[src/rtl/datapath.sv]
// Processor datapath: the architectural registers, the Z flag, the shared bus mux and the ALU.
// All state changes on posedge CLK. RESET is synchronous and active-low.
module datapath #(
  parameter int DATA_W = 8
) (
  input  logic              CLK,
  input  logic              RESET,
  input  logic              PCINC,
  input  logic              D_W,
  input  logic              FINISH,
  input  logic [3:0]        ALU_SEL,
  input  logic [2:0]        B_SEL,
  input  logic [7:0]        REG_LOAD,
  input  logic [DATA_W-1:0] IMEM_DATA,
  input  logic [DATA_W-1:0] DMEM_RDATA,
  output logic [DATA_W-1:0] IMEM_ADDR,
  output logic [DATA_W-1:0] DMEM_ADDR,
  output logic [DATA_W-1:0] DMEM_WDATA,
  output logic              DMEM_WE,
  output logic [DATA_W-1:0] IR,
  output logic              Z,
  output logic [DATA_W-1:0] AC_OUT,
  output logic              HALTED
);

  localparam logic [3:0] ALU_PASS_A = 4'd0;
  localparam logic [3:0] ALU_PASS_B = 4'd1;
  localparam logic [3:0] ALU_ADD    = 4'd2;
  localparam logic [3:0] ALU_SUB    = 4'd3;
  localparam logic [3:0] ALU_INC    = 4'd4;
  localparam logic [3:0] ALU_ZERO   = 4'd5;
  localparam logic [3:0] ALU_AND    = 4'd9;
  localparam logic [3:0] ALU_OR     = 4'd10;
  localparam logic [3:0] ALU_XOR    = 4'd11;
  localparam logic [3:0] ALU_NOT    = 4'd12;

  localparam logic [DATA_W-1:0] ONE = {{(DATA_W-1){1'b0}}, 1'b1};

  logic [DATA_W-1:0] ar_q, ac_q, pc_q, r_q, s_q, t_q, u_q, ir_q;
  logic [DATA_W-1:0] ar_d, ac_d, pc_d, r_d, s_d, t_d, u_d, ir_d;
  logic              z_q, z_d;
  logic              halted_q, halted_d;
  logic [DATA_W-1:0] bus;
  logic [DATA_W-1:0] alu;

  always_comb begin
    bus = DMEM_RDATA;
    case (B_SEL)
      3'd0:    bus = DMEM_RDATA;
      3'd1:    bus = IMEM_DATA;
      3'd2:    bus = pc_q;
      3'd3:    bus = r_q;
      3'd4:    bus = s_q;
      3'd5:    bus = t_q;
      3'd6:    bus = u_q;
      default: bus = ac_q;
    endcase
  end

  // Unassigned ALU codes pass AC through so a stray code never corrupts the accumulator.
  always_comb begin
    alu = ac_q;
    case (ALU_SEL)
      ALU_PASS_A: alu = ac_q;
      ALU_PASS_B: alu = bus;
      ALU_ADD:    alu = ac_q + bus;
      ALU_SUB:    alu = ac_q - bus;
      ALU_INC:    alu = ac_q + ONE;
      ALU_ZERO:   alu = '0;
      ALU_AND:    alu = ac_q & bus;
      ALU_OR:     alu = ac_q | bus;
      ALU_XOR:    alu = ac_q ^ bus;
      ALU_NOT:    alu = ~ac_q;
      default:    alu = ac_q;
    endcase
  end

  // Once halted nothing moves; the FINISH cycle itself still commits its loads.
  always_comb begin
    ar_d     = ar_q;
    ac_d     = ac_q;
    pc_d     = pc_q;
    r_d      = r_q;
    s_d      = s_q;
    t_d      = t_q;
    u_d      = u_q;
    ir_d     = ir_q;
    z_d      = z_q;
    halted_d = halted_q;
    if (!halted_q) begin
      if (REG_LOAD[0]) ar_d = bus;
      if (REG_LOAD[1]) begin
        ac_d = alu;
        z_d  = (alu == '0);
      end
      if (REG_LOAD[2])  pc_d = bus;
      else if (PCINC)   pc_d = pc_q + ONE;
      if (REG_LOAD[3]) r_d  = bus;
      if (REG_LOAD[4]) s_d  = bus;
      if (REG_LOAD[5]) t_d  = bus;
      if (REG_LOAD[6]) u_d  = bus;
      if (REG_LOAD[7]) ir_d = bus;
      if (FINISH)      halted_d = 1'b1;
    end
  end

  always_ff @(posedge CLK) begin
    if (!RESET) begin
      ar_q     <= '0;
      ac_q     <= '0;
      pc_q     <= '0;
      r_q      <= '0;
      s_q      <= '0;
      t_q      <= '0;
      u_q      <= '0;
      ir_q     <= '0;
      z_q      <= 1'b1;
      halted_q <= 1'b0;
    end else begin
      ar_q     <= ar_d;
      ac_q     <= ac_d;
      pc_q     <= pc_d;
      r_q      <= r_d;
      s_q      <= s_d;
      t_q      <= t_d;
      u_q      <= u_d;
      ir_q     <= ir_d;
      z_q      <= z_d;
      halted_q <= halted_d;
    end
  end

  assign IMEM_ADDR  = pc_q;
  assign DMEM_ADDR  = ar_q;
  assign DMEM_WDATA = ac_q;
  assign DMEM_WE    = D_W & ~halted_q;
  assign IR         = ir_q;
  assign Z          = z_q;
  assign AC_OUT     = ac_q;
  assign HALTED     = halted_q;

endmodule
[config.mk]
export PLATFORM = sky130hd
export DESIGN_NAME = datapath
export DESIGN_NICKNAME = d
export VERILOG_FILES = /design/src/rtl/datapath.sv
export SDC_FILE = /design/constraint.sdc
export NUM_CORES = 1
export LEC_CHECK = 0
export ABC_AREA = 1
export CAP_MARGIN = 20
export CORE_MARGIN = 8
export CORE_UTILIZATION = 45
export DETAILED_ROUTE_END_ITERATION = 10
export PLACE_DENSITY = 0.7
export SYNTH_ARGS = -nofsm -noshare
export SYNTH_HDL_FRONTEND = slang
export SYNTH_SLANG_ARGS = --single-unit
[constraint.sdc]
create_clock -name CLK -period 6.3 [get_ports CLK]
set_input_delay 1.26 -clock CLK [delete_from_list [all_inputs] [get_ports CLK]]
set_output_delay 1.26 -clock CLK [all_outputs]
set_load 0.01 [all_outputs]
### Word-level counts from Yosys, hierarchy flattened

Cells that the tools add are included.

* input port bits: 36
* register bits after elaboration: 66
* output and inout port bits: 43
* logic and storage cells: 52

* reductions and logical operators: 11
* bitwise logic cells: 6
* add/subtract/negate cells: 4
* eq/ne operators: 15
* muxes and demuxes: 6

Operators with widths (number)
* 8-bit case mux with 9 select lines: 1
* 8-bit case mux with 7 select lines: 1
* 8-bit by 1-bit adder with 8-bit output (second input constant): 2
* 4-bit == test (second input constant): 4
* 8-bit 2-to-1 mux: 2
* 2-bit AND reduction: 8
* 3-bit == test (second input constant): 3
* 8-bit adder: 1
* 8-bit AND: 1
* 4-bit by 2-bit == test with 1-bit output (second input constant): 2
* 4-bit by 3-bit == test with 1-bit output (second input constant): 2
* 8-bit logical NOT: 1
* 8-bit NOT: 1
* 8-bit OR: 1
* 8-bit subtractor: 1
* 8-bit XOR: 1
* 3-bit by 2-bit == test with 1-bit output (second input constant): 2
* 4-bit by 1-bit == test with 1-bit output (second input constant): 1
* 3-bit by 1-bit == test with 1-bit output (second input constant): 1
* 3-bit logical NOT: 1
* 1-bit 2-to-1 mux: 2
* 2-bit nonzero test: 1
* 1-bit AND: 1
* 1-bit NOT: 1

### Longest topological paths before layout

Gate-level depths: netlist of run 1.

* word-level depth: 5
* gate-level depth with buffers: 27
* mapped depth without buffers: 26

### Worst setup path before layout of run 1

Ideal clock, no wire load.

* path type: input -> register
* from: input B_SEL[2]
* to: register z_q, in the netlist Z
* cell stages on the path: 25
* data required time: 6.242 ns
* setup slack: 2.264 ns
* arrival time: 3.978 ns
* path buffers: 2
* path through: buf_4 inv_4 buf_6 nand3_2 nor2_1 nor2_1 nand2_1 nand2_2 ha_1 a22oi_1 inv_1 ha_1 nand3_1 nand2_1 nand2_1 nand2_1 a21oi_1 or2_2 nand3_1 nand3_1 a21oi_1 nand3b_1 nor2_1 nand2_1 nand2_1

* cells in the longest elaborated chain, start to end: 5
* elaborated cells between the ends (all ways): 15
* those cells by class: add/sub (2); eq/ne (6); mux (2); bitwise (3); reduce/logical (2)

Ends and longest elaborated chain
* start, declared: RTL line 12 `input logic [2:0] B_SEL,`
* 3-bit == test, or another cell as far along: RTL line 48 `case (B_SEL)`
* 8-bit case mux with 7 select lines (*): RTL line 48
* 8-bit subtractor, or another cell as far along: RTL line 67 `ALU_SUB: alu = ac_q - bus;`
* 8-bit case mux with 9 select lines (*): RTL line 63 `case (ALU_SEL)`
* 8-bit logical NOT (*): RTL line 94 `z_d = (alu == '0);`
* end signal, assigned: RTL line 128 `z_q <= z_d;`
* end, declared: RTL line 41 `logic z_q, z_d;`

Every way passes the cells marked *; elsewhere a longest branch is shown, timed or not.
A chain may end at the register's enable or synchronous reset.

### Worst setup path after layout of run 1

Ends and elaborated chain as after synthesis.

==> results_dict.tcl, run 1 <==
set metrics [dict create \
    area_delta_synth_final_pct 22.18 \
    vias_per_cell 5.519 \
    synth_top_area_frac 0.3038 \
    portBuffers 78 \
    hp-start "HALTED" \
    slew_violations 0 \
    drtAntennaViolNets 0 \
    ctsResizeCount 0 \
    finalSetupViolations 0 \
    hold_path_depth 2 \
    post-route-drc-count 0 \
    antenna_found_initial 0 \
    p_int_mw 0.7702 \
    crit_path_start "B_SEL[2]" \
    final_cell_mix "nand2_1, o21ai_0, clkdlybuf4s50_1, a21oi_1, dfxtp_1" \
    grt_pass1_vias 4383 \
    grt.overflow.total 0 \
    maxCapViolations 0 \
    fp.dieH_um 114.3 \
    firstDrtPassIters 7 \
    ctsHoldBuffers 0 \
    ctsRootBufferMaster "clkbuf_8" \
    comb_power_share 0.274 \
    grt_util_met3 0.04483 \
    numCtsBuffers 9 \
    rows 36 \
    crit_path_max_incr_delay_ps 840 \
    worstRegToRegCells 21 \
    cp.required_ps 6610 \
    power_mw 1.190 \
    yosysWarnings 0 \
    globalplace.congestion 0.9456 \
    ios 79 \
    ys_types 44 \
    drive_above_1_share 0.08394 \
    met2_usage 0.3304 \
    fp.dieW_um 114.3 \
    clk_latency_ps 350 \
    max-vdd-ir-drop_mv 0.1548 \
    place_inst 808 \
    dp_hpwl_mm 10.29 \
    grt-busiest-layer "met2" \
    crit_path_max_fanout 15 \
    clockPowerShare 0.319 \
    drt-total-wl_mm 14.25 \
    crit_top_cell "nand2_1" \
    cts.sinks 66 \
    htree_levels 3 \
    core_um2 9594 \
    critPathLaunchType "input port" \
    use_met1 0.3037 \
    final_cells 824 \
    cts_buffer_depth 2 \
    finalCritPeriodShare 0.8040 \
    arrival_ps 5370 \
    crit_type "input port to flip-flop" \
    drtIter0Drc 411 \
    hold_class "flip-flop to flip-flop" \
    slowest_stage "clkdlybuf4s50_1" \
    synth_seq_area_share 0.3038 \
    nets 748 \
    cts_tree "done" \
    syn-num-nets 691 \
    switching_power_mw 0.4197 \
    synthTopCellsByArea "dfxtp_1, nand2_1, o21ai_0" \
    hold_path_end "HALTED" \
    rrSetupSlack_ps 2750 \
    grt_pass1_wl_mm 22.89 \
    synth.avg_cell_area_um2 6.914 \
    r2r-end "Z" \
    ys_seq_elements 66 \
    leakagePower_nw 2.329 \
    setup_tns_ps 0 \
    via_count 4548 \
    final_common_cell "nand2_1" \
    wire_per_inst_um 17.29 \
    max_freq_mhz 197.4 \
    n_antenna_cell 0 \
    n_fill_cell 955 \
    reg2reg_from "AC_OUT[1]" \
    power_density_nw_per_um2 223.9 \
    synth_cells 629 \
    path_clk_slew_ps 90 \
    fin_skew_ps 11.00 \
    syn_area_um2 4349 \
    swShare 0.3527 \
    outcome "completed" \
    hold_viol_final 0 \
    start_util 0.4533 \
    power_frac_seq 0.407 \
    die_area_um2 13070 \
    rsz0062_at_grt "false" \
    grt_max_degree 58 \
    yosysTopAreaCell "dfxtp_1" \
    postCtsSetupRepairBufs 0 \
    grt_util_all_layers 0.2209 \
    tightestPinTransition_ps 1089 \
    period_minus_slack_ps 5065 \
    cp-end-kind "flip-flop" \
    slew_headroom 0.2683 \
]
-- area by class of cell --
type,count,area (um^2),area share
clock buffers,9,123.9,0.02331
clock inverters,7,81.33,0.01530
multi-input cells,459,2546,0.4792
inverters,67,256.5,0.04827
flip-flops and latches,66,1321,0.2486
repair buffers,83,818.3,0.1540
well taps,133,166.4,0.03132
-- cells by family after synthesis --
group,Yosys count,synth area share
fa+ha+maj,26,0.07652
buf+inv,104,0.1108
compound gates,183,0.2273
xor+xnor,3,0.006043
flops,66,0.3038
simple gates,247,0.2756
-- power groups by stage --
stage	clock, mW	sequential (mW)	combinational, mW
detailed placement	0	0.493	0.322
global placement	0	0.493	0.318
floorplan	0	0.490	0.197
finish	0.380	0.485	0.326
CTS	0.384	0.484	0.324
global route	0.404	0.489	0.361
-- registers in the layout, summed over array words and instances, names as in the netlist --
name	flops
t_q	8
Z	1
s_q	8
r_q	8
DMEM_ADDR	8
AC_OUT	8
HALTED	1
u_q	8
IMEM_ADDR	8
IR	8
-- how the worst max path moves through the flow --
stage               endpoint  slack, ps
finish                     Z       1230
global route               Z        930
CTS                        Z       1260
detailed placement         Z        890
global placement           Z        900
floorplan                  Z       2260
-- synthesized netlist by cell type (all sizes together) --
cell type	number
a211oi	4
nand4	33
xor2	2
o22ai	1
o2111ai	2
o2bb2ai	1
o221ai	1
nor3	3
o21bai	1
a21oi	78
xnor2	1
a22oi	1
nand3b	1
nor2	51
a2111oi	1
clkbuf	15
o31ai	2
a31oi	3
ha	25
o211ai	3
o21ai	80
or2	5
a221oi	4
nand3	37
clkinv	2
buf	22
nand2	117
fa	1
dfxtp	66
inv	65
a21boi	1
-- layer usage --
metal  part of all wire  up-vias  wire length (um)
li1                   -     2262                 -
met1               0.47     2088              6735
met2               0.43      180              6134
met3              0.077       18              1094
met4              0.020        0               281
met5                  0        -                 0
-- worst max-delay path: cells and delay by family --
family / cells / cell delay, ps
compound gates: 4 / 550
simple gates: 16 / 1720
buf+inv: 3 / 1220
fa+ha+maj: 2 / 640
-- metrics by stage --
step / setup slack (ps) / hold slack, ps / util / instance area, um^2
finish: 1235 / 526.2 / 0.5539 / 5314
CTS: 1256 / 531.5 / 0.5539 / 5314
detailed placement: 886.0 / 501.5 / 0.5325 / 5109
global placement: 902.9 / 510.4 / 0.5325 / 5109
global route: 930.9 / 558.9 / 0.5539 / 5314
floorplan: 2264 / 499.3 / - / 4349
Power figures use the tool's default switching activity.
==> inputs of run 2 (changes only) <==
- clock period: 6.3 -> 4.69 ns (I/O delays scaled with it)
==> results_dict.tcl, run 2 (synthesis results as in run 1) <==
set metrics [dict create \
    ctsResizeCount 0 \
    hold_class "flip-flop to flip-flop" \
    via_count 4590 \
    cts.sinks 66 \
    antenna_found_initial 0 \
    drt-total-wl_mm 14.14 \
    maxCapViolations 0 \
    outcome "completed" \
    period_minus_slack_ps 4194 \
    n_fill_cell 960 \
    postCtsSetupRepairBufs 0 \
    ctsHoldBuffers 0 \
    n_antenna_cell 0 \
    drtAntennaViolNets 0 \
    cp-end-kind "flip-flop" \
    critPathLaunchType "input port" \
    ctsRootBufferMaster "clkbuf_8" \
    slew_headroom 0.2186 \
    grt.overflow.total 0 \
    max_freq_mhz 238.5 \
    rsz0062_at_grt "false" \
    area_delta_synth_final_pct 23.65 \
    final_common_cell "nand2_1" \
    final_cell_mix "nand2_1, o21ai_0, clkdlybuf4s50_1, a21oi_1, dfxtp_1" \
    crit_path_max_incr_delay_ps 590 \
    slew_violations 0 \
    crit_path_max_fanout 18 \
    grt_pass1_wl_mm 22.13 \
    dp_hpwl_mm 10.35 \
    globalplace.congestion 0.9423 \
    leakagePower_nw 2.360 \
    nets 756 \
    cts_buffer_depth 2 \
    crit_type "input port to flip-flop" \
    power_mw 1.562 \
    r2r-end "Z" \
    hold_viol_final 0 \
    cts_tree "done" \
    post-place-ws_ps 180.8 \
    hold_path_end "Z" \
    path_clk_slew_ps 80 \
    tightestPinTransition_ps 1163 \
    drtIter0Drc 415 \
    core_um2 9594 \
    finalCritPeriodShare 0.8942 \
    reg2reg_from "AC_OUT[1]" \
    grt_util_all_layers 0.2137 \
    final_cells 832 \
    cp_top_family "simple AND/OR/NAND/NOR gates" \
    power_density_nw_per_um2 290.5 \
    clk_latency_ps 350 \
    firstDrtPassIters 5 \
    rows 36 \
    hp-start "Z" \
    wire_per_inst_um 16.99 \
    fp.dieW_um 114.3 \
    drive_above_1_share 0.09442 \
    portBuffers 78 \
    max-vdd-ir-drop_mv 0.1331 \
    vias_per_cell 5.517 \
    fin_skew_ps 11.29 \
    arrival_ps 4490 \
    start_util 0.4533 \
    crit_top_cell "nand2_1" \
    fp.dieH_um 114.3 \
    die_area_um2 13070 \
    worstRegToRegCells 21 \
    htree_levels 3 \
    setup_tns_ps 0 \
    numCtsBuffers 9 \
    hold_path_depth 2 \
    ios 79 \
    grt_pass1_vias 4386 \
    grt_max_degree 57 \
    slowest_stage "clkdlybuf4s50_1" \
    crit_buf_inv 3 \
    rrSetupSlack_ps 1500 \
    cp.required_ps 4990 \
    utilization 0.5605 \
    worst_slack_ps 496.4 \
    finalSetupViolations 0 \
    place_inst 816 \
    post-route-drc-count 0 \
]
[run 2: power by group]
group	switching (mW)	leakage, nW	internal, mW
clock	0.259	0.0848	0.201
combinational	0.264	1.73	0.186
sequential	0.0466	0.545	0.607
[run 2: worst max path at each step]
stage	slack (ps)	endpoint	from	cells past startpoint
finish	500	Z	B_SEL[1]	25
CTS	540	Z	B_SEL[1]	24
detailed placement	180	Z	B_SEL[1]	24
global route	130	Z	B_SEL[1]	24
global placement	240	Z	B_SEL[1]	24
floorplan	980	Z	B_SEL[2]	25
[run 2: metrics by stage]
step | area, um^2 | hold WS, ps
final | 5378 | 521.0
after global routing | 5378 | 527.2
after CTS | 5378 | 508.1
after detailed placement | 5194 | 481.5
after global placement | 5194 | 494.6
after floorplan | 4349 | 499.3
[run 2: cell type report]
class	count	area, um^2	share of cell area
repair buffers	91	903.4	0.1680
inverters	67	256.5	0.04770
clock inverters	7	60.06	0.01117
flip-flops and latches	66	1321	0.2457
well taps	133	166.4	0.03094
multi-input cells	459	2546	0.4735
clock buffers	9	123.9	0.02303
[run 2: worst min-delay path, cell delays in order (launching register included)]
cell and delay, ps:
dfxtp_1 350, a21oi_1 80, nand2_1 60
[run 2: routing by layer]
metal  routed length [um]  GRT usage  part of all wire
met1                 6324     0.2680              0.45
met4                  171    0.06300             0.012
met5                    0          0                 0
met3                 1127    0.05854             0.080
met2                 6514     0.3486              0.46
